===== src/rtl/if_stage.sv =====
// if_stage -- instruction-fetch stage of the pipelined MIPS datapath.
//
// Owns the program counter and the IF/ID pipeline register. Forms branch and
// jump targets from the ID-stage operands, selects the next PC, freezes on a
// load-use stall and flushes the wrong-path fetch on any redirect.
//
// Ports
//   clk            in   system clock, rising edge
//   reset          in   synchronous active-high reset
//   stall          in   hold PC and IF/ID this cycle (wins over redirects)
//   branch_taken   in   conditional branch in ID resolved taken
//   branch_offset  in   sign-extended immediate, already << 2
//   id_pc_plus4    in   PC+4 of the instruction in ID (target base)
//   jump           in   j/jal in ID
//   jump_index     in   instr[25:0] of the jump
//   imem_rdata     in   instruction word at pc (combinational memory read)
//   pc             out  current fetch address
//   ifid_instr     out  registered instruction for ID
//   ifid_pc_plus4  out  registered PC+4 for ID
//   ifid_valid     out  1 = real instruction, 0 = bubble
module if_stage #(
  parameter logic [31:0] RESET_PC = 32'h0000_0000
) (
  input  logic        clk,
  input  logic        reset,
  input  logic        stall,
  input  logic        branch_taken,
  input  logic [31:0] branch_offset,
  input  logic [31:0] id_pc_plus4,
  input  logic        jump,
  input  logic [25:0] jump_index,
  input  logic [31:0] imem_rdata,
  output logic [31:0] pc,
  output logic [31:0] ifid_instr,
  output logic [31:0] ifid_pc_plus4,
  output logic        ifid_valid
);

  logic [31:0] pc_plus4;
  logic [31:0] branch_target;
  logic [31:0] jump_target;

  // All adds are modulo 2^32; carries are intentionally dropped so the PC
  // wraps from 0xFFFF_FFFC to 0 and branch targets wrap likewise.
  assign pc_plus4      = pc + 32'd4;
  assign branch_target = id_pc_plus4 + branch_offset;
  // Jump stays inside the 256 MB region of the instruction after the jump.
  assign jump_target   = {id_pc_plus4[31:28], jump_index, 2'b00};

  // Priority: reset > stall > jump > branch > sequential. Jump beats branch
  // so an illegal jump+branch combination still behaves deterministically.
  // A redirect discards the instruction fetched this cycle (no delay slot),
  // so IF/ID is loaded with an all-zero nop marked invalid.
  always_ff @(posedge clk) begin
    if (reset) begin
      pc            <= RESET_PC;
      ifid_instr    <= '0;
      ifid_pc_plus4 <= '0;
      ifid_valid    <= 1'b0;
    end else if (stall) begin
      pc            <= pc;
      ifid_instr    <= ifid_instr;
      ifid_pc_plus4 <= ifid_pc_plus4;
      ifid_valid    <= ifid_valid;
    end else if (jump) begin
      pc            <= jump_target;
      ifid_instr    <= '0;
      ifid_pc_plus4 <= '0;
      ifid_valid    <= 1'b0;
    end else if (branch_taken) begin
      pc            <= branch_target;
      ifid_instr    <= '0;
      ifid_pc_plus4 <= '0;
      ifid_valid    <= 1'b0;
    end else begin
      pc            <= pc_plus4;
      ifid_instr    <= imem_rdata;
      ifid_pc_plus4 <= pc_plus4;
      ifid_valid    <= 1'b1;
    end
  end

endmodule


===== config.mk =====
export PLATFORM = sky130hd
export DESIGN_NAME = if_stage
export DESIGN_NICKNAME = d
export VERILOG_FILES = /design/src/rtl/if_stage.sv
export SDC_FILE = /design/constraint.sdc
export NUM_CORES = 1
export LEC_CHECK = 0
export BUFFER_PORTS_ARGS = -buffer_cell sky130_fd_sc_hd__buf_2
export CORE_MARGIN = 3
export CORE_UTILIZATION = 35
export CTS_BUF_LIST = sky130_fd_sc_hd__clkbuf_8 sky130_fd_sc_hd__clkbuf_16
export DETAILED_ROUTE_END_ITERATION = 10
export PLACE_DENSITY = 0.63
export SLEW_MARGIN = 10
export SYNTH_ARGS = -nofsm -noshare
export SYNTH_HDL_FRONTEND = slang
export SYNTH_SLANG_ARGS = --single-unit

===== constraint.sdc =====
create_clock -name clk -period 6.9 [get_ports clk]
set_input_delay 1.38 -clock clk [delete_from_list [all_inputs] [get_ports clk]]
set_output_delay 1.38 -clock clk [all_outputs]
set_load 0.02 [all_outputs]

==> results.md <==
* Slew Viols, Final at 0
* Share of flip-flops with an asynchronous set or reset at 0%
* CP endpoint kind: register
* Hold Vio Cnt, Final at 0
* FMAX at 275 MHz
* Cell count after synthesis at around 870
* Final Skew at between 10 and 15 ps
* Max Buffers Root-to-Sink at 2
* Clock Latency Late Sink at between 300 and 400 ps
* Max_cap viols at 0
* Pin count of the biggest net entering global routing at between 90 and 100
* DR iter-0 viols at around 330
* Setup-failing EPs final at 0
* GRT met3 Usage at 2.37%
* Avg Cell Area, Syn at roughly 7.4 sq um
* Mean routed wirelength per cell at 16.5 microns
* Post-CTS Setup Bufs at 0
* TritonCTS clock tree: done
* Adder-Cell Fraction of Synth Area at approximately 6.6%
* CTS root buf: clkbuf_16
* Top cell type's share of synthesized area at a little under a third
* Final Cycle Share at a little over half
* Clk pin slew, worst setup/hold paths at around 60 ps
* Post-DP Area at approximately 7600 sq um
* FF-to-FF path depth at 9
* Crit path max fanout at 5
* Vias in the first global route at roughly 6000
* Hold Crit Start: ifid_pc_plus4[16]
* N_diodes at 0
* DIE HEIGHT at 141 microns
* Initial antenna violation count at 0
* PD cells at around 190 nW/um^2
* PortBufs at 223
* Synth Area in Compound Gates at about a quarter
* Yosys warnings at 0
* Setup TNS at 0 ps
* Post-synth EDFFs at 0
* Unique masters post-synth at 67
* Netlist Area Pre-Place at ~6400 sq um
* Core region area at ~18000 sq um
* Layout Nets at about 1200
* Max IR drop VDD at between 0.09 and 0.1 mV
* Via density at 5.22
* Initial core utilization at around 36%
* Post-Synth Simple-Gate Area at between 20% and 30%
* Largest family of logic cells by synthesized area: compound AO/OA/AOI/OAI gates
* GRT Resource Usage Total at 20.6%
* R2r startpoint: pc[2]
* Post-synthesis register bit count at 97
* Drt pass-1 iters at 4
* Met2 GRT Util at 32.9%
* # IOs at between 200 and 250
* DRC violations left at 0
* FP Rows at 48
* Commonest non-fill, non-tap cells in the layout: 221 x buf_2, 157 x nor2_1, 106 x a21oi_1, 97 x dfxtp_1, 84 x nand2_1
* Most used routing layer: met2
* Share of cells above drive strength 1 at 24.2%
* Hold path endpoint: ifid_pc_plus4[16]
* CP required at around 7100 ps
* Status: finished clean
* Post-synth top area cell: dfxtp_1
* Post-route ant nets at 0
* Placed insts at 1264
* Drt total wl at approximately 21000 microns
* Top post-synthesis cells by area: dfxtp_1 31%, nor2_1 9.3%, a21oi_1 8.3%
* Fin crit period at 3630 ps
* First-pass GRT wire length at approximately 33000 microns
* Commonest non-fill, non-tap cell in the layout: buf_2
* Internal reg-to-reg setup slack at between 4000 and 5000 ps
* Full die area at roughly 20000 sq um
* Area growth syn-to-layout at 23.5%
* Hold Buf Count CTS at 0
* Crit path kind: input pin to register
* Register area share after synthesis at a little under a third
* Worst EP arrival at around 3900 ps
* Num CTS Buffers at 9
* Detail Placement HPWL at between 15000 and 20000 microns
* Finished Cell Area at 7860 sq um
* Post-CTS sizing at 0
* Slew HR at 27.7%
* Reg2reg end: pc[24]
* Post-synthesis mux area share at about 2.4%
* Final cell count without fillers at 1277
* Unrepaired setup endpoints after global routing: no
* Top FF cell, synth: dfxtp_1
* Clock net sink count at 97
* Routing usage on met1 at roughly 29%
* H-tree lvl count at 3
* Leakage Power at roughly 3.6 nW
* Syn Nets at between 1000 and 1500
* Area share of xor/xnor cells in the synthesized design at between 6 and 7%
* Hold Path Stages at 2
* Hold crit path type: register to register
* Die W at ~140 microns
* GR Overflow Total at 0
* Gp weighted congestion at 0.922
* Slew @ Worst Pin at about 1100 ps
* Via count at approximately 6700
* Critical path startpoint category: input pin
==> cell families after synthesis <==
kind of cell               count (synthesis)
muxes                                     15
and+or+nand+nor                          342
xor gates and xnor gates                  47
adders and majority gates                 33
DFF                                       97
AOI/OAI and AO/OA                        251
buffers and inverters                     80
==> cell usage after synthesis (7+ instances only) <==
library cell	instances
inv_1	26
o21ai_1	13
dfxtp_1	97
o211ai_1	8
mux2i_1	14
xnor2_1	39
o21ai_0	23
nand3_1	24
nand2_1	84
a22oi_1	17
nor2_1	158
buf_1	11
nand4_1	11
a21o_1	12
clkbuf_1	36
a211oi_1	18
ha_1	32
a21oi_1	106
nor3_1	18
xor2_1	8
and3_1	7
nor2b_1	12
==> registers in the layout, indices dropped and copies added, names as in the netlist <==
signal and cells:
ifid_instr 32, ifid_pc_plus4 32, ifid_valid 1, pc 32
==> where the power goes <==
| group | leakage (nW) | internal (mW) | switching (mW) | total [mW] |
|---|---|---|---|---|
| Sequential | 0.791 | 0.583 | 0.0258 | 0.609 |
| Combinational | 2.63 | 0.157 | 0.246 | 0.403 |
| Clock | 0.131 | 0.274 | 0.208 | 0.482 |
==> through the flow <==
stage               utilization [%]  hold WS, ps  worst slack (ps)  power (mW)
floorplan                         -          541              3350       0.886
global placement               43.2          450              3010        1.02
detailed placement             43.2          462              2980        1.02
CTS                            44.8          469              3310        1.50
global route                   44.8          481              3180        1.57
finish                         44.8          462              3270        1.49
==> how the worst max path moves through the flow <==
stage	end	slack [ps]	cells after the start	start
finish	pc[28]	3270	12	branch_offset[0]
floorplan	pc[28]	3350	11	branch_offset[0]
detailed placement	pc[28]	2980	12	branch_offset[0]
global route	pc[28]	3180	12	branch_offset[0]
global placement	pc[28]	3010	12	branch_offset[0]
CTS	pc[28]	3310	12	branch_offset[0]
==> layout make-up <==
type                    count  area, sq um
clock buffers               9          225
clock inverters             4         48.8
fillers                  1874         9680
inverters                  26         97.6
multi-input cells         688         4100
flip-flops and latches     97         1940
well taps                 225          282
repair buffers            228         1160
==> routing by layer <==
layer / part of all wire, % / wire [microns]
met2: 45 / 9540
met4: 2.1 / 452
met1: 47 / 9940
met3: 5.7 / 1190
met5: 0 / 0
==> critical path, cell delays in order <==
cell and delay, ps:
buf_2 80, ha_1 180, inv_1 60, fa_1 370, nand2b_1 210, a21oi_2 280, a2bb2oi_2 320, nand3_1 140
a31o_2 290, o41ai_2 320, and2_1 170, o21ai_1 60
Note: power is estimated with default switching activity, not from simulation.
